<file path="src/rtl/decoder_pkg.sv">
// decoder_pkg: definitions shared by the decoder3x8_hold block.
//   state_t   - FSM states of the decoder (IDLE, HOLD)
//   ONEHOT_W  - width of the one-hot output (8)
//   CODE_W    - width of the binary code (3)
//   HOLD_MIN / HOLD_MAX - legal range of the HOLD_CYCLES parameter
package decoder_pkg;

  localparam int ONEHOT_W = 8;
  localparam int CODE_W   = 3;
  localparam int HOLD_MIN = 1;
  localparam int HOLD_MAX = 255;

  typedef enum logic {
    IDLE = 1'b0,
    HOLD = 1'b1
  } state_t;

endpackage

</file>
<file path="src/rtl/onehot_dec3.sv">
// onehot_dec3: purely combinational 3-bit binary to 8-bit one-hot table.
//   code_i   in  3  binary code
//   onehot_o out 8  one-hot line matching code_i
module onehot_dec3
  import decoder_pkg::*;
(
  input  logic [CODE_W-1:0]   code_i,
  output logic [ONEHOT_W-1:0] onehot_o
);

  always_comb begin
    onehot_o = '0;
    case (code_i)
      3'd0: onehot_o = 8'h01;
      3'd1: onehot_o = 8'h02;
      3'd2: onehot_o = 8'h04;
      3'd3: onehot_o = 8'h08;
      3'd4: onehot_o = 8'h10;
      3'd5: onehot_o = 8'h20;
      3'd6: onehot_o = 8'h40;
      3'd7: onehot_o = 8'h80;
      default: onehot_o = '0;
    endcase
  end

endmodule

</file>
<file path="src/rtl/decoder3x8_hold.sv">
// decoder3x8_hold: registered 3-to-8 one-hot decoder with a valid/ready
// input handshake. An accepted code drives its one-hot line for HOLD_CYCLES
// clocks, after which y returns to zero and a new code can be taken.
//
// Parameter:
//   HOLD_CYCLES  cycles y stays asserted per accepted code (1..255)
// Ports:
//   clk       in   rising-edge clock
//   rst_n     in   asynchronous active-low reset
//   en        in   active-high abort/disable; forces outputs to zero
//   in_valid  in   a code is presented
//   in_ready  out  block can accept a code this cycle
//   code      in   3-bit binary code
//   code_par  in   even-parity bit over code (DECODER_PARITY_EN only)
//   y         out  registered one-hot output, 8'h00 when idle
//   y_valid   out  y holds a decoded value
//   err       out  one-cycle parity-mismatch pulse (0 without parity)
//
// Build option: define DECODER_PARITY_EN to add the code_par input and the
// parity check that drives err.
module decoder3x8_hold
  import decoder_pkg::*;
#(
  parameter int HOLD_CYCLES = 4
) (
  input  logic                clk,
  input  logic                rst_n,
  input  logic                en,
  input  logic                in_valid,
  output logic                in_ready,
  input  logic [CODE_W-1:0]   code,
`ifdef DECODER_PARITY_EN
  input  logic                code_par,
`endif
  output logic [ONEHOT_W-1:0] y,
  output logic                y_valid,
  output logic                err
);

  localparam int CNT_W = $clog2(HOLD_CYCLES + 1);
  localparam logic [CNT_W-1:0] CNT_LOAD = CNT_W'(HOLD_CYCLES - 1);

  if (HOLD_CYCLES < HOLD_MIN || HOLD_CYCLES > HOLD_MAX) begin : g_bad_hold
    $error("decoder3x8_hold: HOLD_CYCLES out of range");
  end

  state_t              state_q, state_d;
  logic [ONEHOT_W-1:0] y_q, y_d;
  logic                y_valid_q, y_valid_d;
  logic [CNT_W-1:0]    cnt_q, cnt_d;
  logic [ONEHOT_W-1:0] dec_y;
  logic                accept;
  logic                par_fail;

  onehot_dec3 u_dec (
    .code_i   (code),
    .onehot_o (dec_y)
  );

  // in_ready depends only on registered state and en, never on in_valid.
  assign in_ready = (state_q == IDLE) && !en;
  assign accept   = in_valid && in_ready;

`ifdef DECODER_PARITY_EN
  assign par_fail = (code_par != ^code);
`else
  assign par_fail = 1'b0;
`endif

  always_comb begin
    state_d   = state_q;
    y_d       = y_q;
    y_valid_d = y_valid_q;
    cnt_d     = cnt_q;
    if (en) begin
      // Abort wins over both the handshake and the countdown.
      state_d   = IDLE;
      y_d       = '0;
      y_valid_d = 1'b0;
      cnt_d     = '0;
    end else begin
      case (state_q)
        IDLE: begin
          // A code with bad parity is consumed but not decoded.
          if (accept && !par_fail) begin
            y_d       = dec_y;
            y_valid_d = 1'b1;
            cnt_d     = CNT_LOAD;
            state_d   = HOLD;
          end
        end
        HOLD: begin
          if (cnt_q != '0) begin
            cnt_d = cnt_q - 1'b1;
          end else begin
            y_d       = '0;
            y_valid_d = 1'b0;
            state_d   = IDLE;
          end
        end
        default: begin
          state_d   = IDLE;
          y_d       = '0;
          y_valid_d = 1'b0;
          cnt_d     = '0;
        end
      endcase
    end
  end

  always_ff @(posedge clk or negedge rst_n) begin
    if (!rst_n) begin
      state_q   <= IDLE;
      y_q       <= '0;
      y_valid_q <= 1'b0;
      cnt_q     <= '0;
    end else begin
      state_q   <= state_d;
      y_q       <= y_d;
      y_valid_q <= y_valid_d;
      cnt_q     <= cnt_d;
    end
  end

`ifdef DECODER_PARITY_EN
  logic err_q;

  always_ff @(posedge clk or negedge rst_n) begin
    if (!rst_n) begin
      err_q <= 1'b0;
    end else begin
      err_q <= accept && par_fail;
    end
  end

  assign err = err_q;
`else
  assign err = 1'b0;
`endif

  assign y       = y_q;
  assign y_valid = y_valid_q;

endmodule

</file>
<file path="config.mk">
export PLATFORM = sky130hd
export DESIGN_NAME = decoder3x8_hold
export DESIGN_NICKNAME = d
export VERILOG_FILES = /design/src/rtl/decoder_pkg.sv /design/src/rtl/onehot_dec3.sv /design/src/rtl/decoder3x8_hold.sv
export SDC_FILE = /design/constraint.sdc
export NUM_CORES = 1
export LEC_CHECK = 0
export CORE_MARGIN = 2
export CORE_UTILIZATION = 30
export DETAILED_ROUTE_END_ITERATION = 8
export GPL_TIMING_DRIVEN = 0
export SLEW_MARGIN = 5
export SYNTH_ARGS = -nofsm -noshare
export SYNTH_HDL_FRONTEND = slang
export SYNTH_SLANG_ARGS = --single-unit
</file>
<file path="constraint.sdc">
create_clock -name clk -period 3.69 [get_ports clk]
set_clock_uncertainty 0.05 [all_clocks]
set_input_delay 0.9225 -clock clk [delete_from_list [all_inputs] [get_ports clk]]
set_output_delay 0.9225 -clock clk [all_outputs]
set_load 0.02 [all_outputs]
</file>
Word level (Yosys, flattened, before mapping)
Memory sizes are Yosys's and may differ from the RTL's. Cells that the tools add are included. W data, S select, Z words.

Add/subtract/negate cells: 1. Eq/ne operators: 3. Mux-type cells: 16. Bitwise gates (word level): 1. Reductions and logical operators: 6.

Operators with widths (number): $mux W8 (3); $pmux W8 S2 (1); $mux W3 (3); $mux W1 (6); $ne A3 B3 Y1 const B (2); $pmux W3 S2 (1); $pmux W1 S2 (2); $reduce_and A2 Y1 (2); $ne A3 B2 Y1 const B (1); $reduce_bool A3 Y1 (1); $sub A3 B1 Y3 const B (1); $logic_and A1 B1 Y1 (2); $logic_not A1 Y1 (1); $not A1 Y1 (1).

Flip-flop bits (word level): 13. Memory bits (read-only): 64. Input port bits: 7. Output and inout port bits: 11. Logic and storage cells: 32. Memories kept: 1.

Memory list: (name not given) (words 8, width 8, read ports 1, clocked after memory_dff 0, wr ports 0, line onehot_dec3.sv:13) `case (code_i)`.

Depth between registers and ports, before layout
Depth in word-level cells: 6. Depth in mapped cells: 6.

Modules after synthesis
A second synthesis with hierarchy kept.

Cells, all modules: 56. Area, all modules: 645.6 um^2.

By module, submodules not included: decoder3x8_hold (instances 1, cells each 48, area each 580.6 um^2, sequential area each 325.3 um^2); onehot_dec3 (instances 1, cells each 8, area each 65.1 um^2, sequential area each 0.0 um^2).

Least setup slack after synthesis
Ideal clock, no wire load.

Path type: input -> output. Start point: in en. End point: out in_ready. Arrival: 1382 ps. Path slack: 1336 ps. Stages on the path: 2. Buffers on the path: 1. Cells stage by stage: buf_2 nor2_1.

Word-level cells in the longest chain between the ends: 2.

RTL lines: start, declared (line decoder3x8_hold.sv:28) `input logic en,`; $logic_not A1 Y1 (line decoder3x8_hold.sv:61) `assign in_ready = (state_q == IDLE) && !en;`; $logic_and A1 B1 Y1 (line decoder3x8_hold.sv:61); end, declared (line decoder3x8_hold.sv:30) `output logic in_ready,`.

No other way between the ends.

Worst setup path after layout
Ends and elaborated chain as after synthesis.

==> impl_metrics.tcl <==
set metrics [dict create \
    fmax_ghz 0.358 \
    drtAntennaViolNets 0 \
    synthCells 55 \
    layout_commonest_cell "clkdlybuf4s50_1" \
    power_w 0.000311 \
    cts_resized 0 \
    syn_nets 64 \
    dieArea_mm2 0.00249 \
    yosysUniqueCellTypes 22 \
    drt-pass1-iter-count 3 \
    die_x_um 49.9 \
    cts_buffer_depth 2 \
    post_drt_wl_per_cell_um 12.6 \
    n_antenna_cell 0 \
    cts_buffers 3 \
    cp-start-kind "input port" \
    core_mm2 0.00198 \
    fin_crit_sh_pct 75.7 \
    finalMaxSlewViolations 0 \
    nNetsFinal 84 \
    hold_viol 0 \
    hp-class "flop to flop" \
    grt_pass1_vias 466 \
    routabilityCongestion 0.716 \
    drc 0 \
    multi_input_area_um2 264 \
    end_kind "output port" \
    finalSetupTns_ns 0 \
    fill_cells 205 \
    die_h_um 49.9 \
    layout_setup_ws_ns 0.898 \
    syn_avg_cell_area_um2 11.5 \
    htree_levels 1 \
    ys_ff_latch 13 \
    rows 16 \
    start_util_pct 31.9 \
    area_growth_pct 33.3 \
    path_clk_slew_ns 0.08 \
    grt_antenna_before_repair 0 \
    status "finished clean" \
    maxCapViolCount 0 \
    dp_worst_setup_slack_ns 0.890 \
    grt_max_degree 14 \
    io_buffer_count 15 \
    fin_crit_ns 2.79 \
    dp_hpwl_um 931 \
    slew_headroom_pct 61.5 \
    critPathRequiredTime_ns 2.72 \
    ys_warn_count 0 \
    grt_pass1_wl_um 2150 \
    finalSetupViolations 0 \
    cts_tree "done" \
    ys_seq_area_share_pct 51.5 \
    postCtsHoldBufs 0 \
    syn_area_um2 632 \
    vdd_drop_max_mv 0.209 \
    grt_util_all_layers_pct 12.0 \
    leakage_nw 0.375 \
    postCtsSetupBuffers 0 \
    seqCellArea_um2 325 \
    worst_pin_slew_ns 0.575 \
    cts-root-buf "clkbuf_4" \
    cp.arrival_ns 1.82 \
    ios 18 \
    drive_gt1_share_pct 10.8 \
    worst-path-max-fanout 8 \
    insertion_delay_ns 0.28 \
    cts.sinks 13 \
    rsz0062_at_grt "false" \
    wirelength_um 1270 \
    p_per_area_mw_per_mm2 369 \
    overflow 0 \
    vias 472 \
    vias_per_cell 4.67 \
    final_cell_mix "15 x clkdlybuf4s50_1, 13 x dfrtp_1, 6 x a22o_1" \
    critical_path_class "input port to output port" \
    drtIter0Drc 2 \
    whs_ns 0.451 \
]
==> power by group <==
group	switching, W	internal [W]	total, W	leakage [nW]
registers	0.00000407	0.000150	0.000154	0.175
logic	0.0000363	0.0000317	0.0000680	0.185
clock network	0.0000468	0.0000419	0.0000887	0.0150
==> state kept, by name (all words and copies together), names as in the netlist <==
signal and cells:
cnt_q 3, state_q 1, y 8, y_valid 1
==> final cells by class <==
type / count / share of cell area [%]
Sequential cell: 13 / 38.6
Multi-Input combinational cell: 36 / 31.4
Timing Repair Buffer: 15 / 17.8
Buffer: 4 / 4.16
Tap cell: 27 / 4.01
Clock buffer: 4 / 3.12
Inverter: 2 / 0.892
==> synth_stat cells <==
cell | instances | share of area [%]
buf_6 | 2 | 3.6
nor2b_1 | 3 | 3.0
buf_4 | 1 | 1.2
a32o_1 | 2 | 3.2
nand2_1 | 2 | 1.2
buf_2 | 1 | 0.79
a31o_1 | 2 | 2.8
nor2_1 | 4 | 2.4
nand2b_1 | 2 | 2.0
and3_1 | 1 | 0.99
dfrtp_1 | 13 | 51
nor4b_4 | 1 | 3.8
o21ai_1 | 2 | 1.6
nand3b_1 | 1 | 1.2
o21bai_1 | 1 | 1.2
a21oi_1 | 4 | 3.2
ha_1 | 2 | 4.0
a22o_1 | 6 | 8.3
inv_1 | 2 | 1.2
and3b_1 | 1 | 1.4
conb_1 | 1 | 0.59
nor3b_1 | 1 | 1.2
==> per-stage QoR <==
| step | instance area [um2] | util, % | std cells |
|---|---|---|---|
| 6_report | 842 | 42.5 | 101 |
| 5_1_grt | 842 | 42.5 | 101 |
| 4_1_cts | 842 | 42.5 | 101 |
| 3_5_place_dp | 816 | 41.2 | 97 |
| 3_3_place_gp | 816 | 41.2 | 97 |
| 2_1_floorplan | 632 | - | 55 |
==> worst max-delay path, stage by stage <==
cell	delay, ns
buf_2	0.16
nor2_1	0.12
clkdlybuf4s50_1	0.61
==> cell families (layout without fill, tap and decap cells) <==
| family | count (synthesis) | after routing | share of synthesized area, % |
|---|---|---|---|
| fa+ha+maj | 2 | 2 | 3.96 |
| buf+inv | 6 | 25 | 6.73 |
| simple gates | 16 | 16 | 17.0 |
| flops | 13 | 13 | 51.5 |
| other cells | 1 | 1 | 0.593 |
| compound gates | 17 | 17 | 20.2 |
==> per-layer routing <==
metal | GRT usage [%] | up-vias | wire length, um
met5 | 0 | - | 0
met4 | 4.17 | 0 | 7
met3 | 5.76 | 2 | 112
met2 | 18.7 | 19 | 598
met1 | 14.4 | 218 | 553
li1 | - | 233 | -
==> path summary, 6_finish.rpt <==
path                                           start                to  slack [ns]  cells past startpoint
worst max-delay path                              en          in_ready        0.90                      3
worst min-delay path                y[7]$_DFFE_PN0P_  y[7]$_DFFE_PN0P_        0.45                      1
worst max register to register  cnt_q[0]$_DFFE_PN0P_  y[6]$_DFFE_PN0P_        2.22                      6
worst min register to register      y[7]$_DFFE_PN0P_  y[7]$_DFFE_PN0P_        0.45                      1
max in group asynchronous                      rst_n  y[3]$_DFFE_PN0P_        2.25                      1
min in group asynchronous                      rst_n  y[7]$_DFFE_PN0P_        0.96                      1
Note: power is estimated with default switching activity, not from simulation.
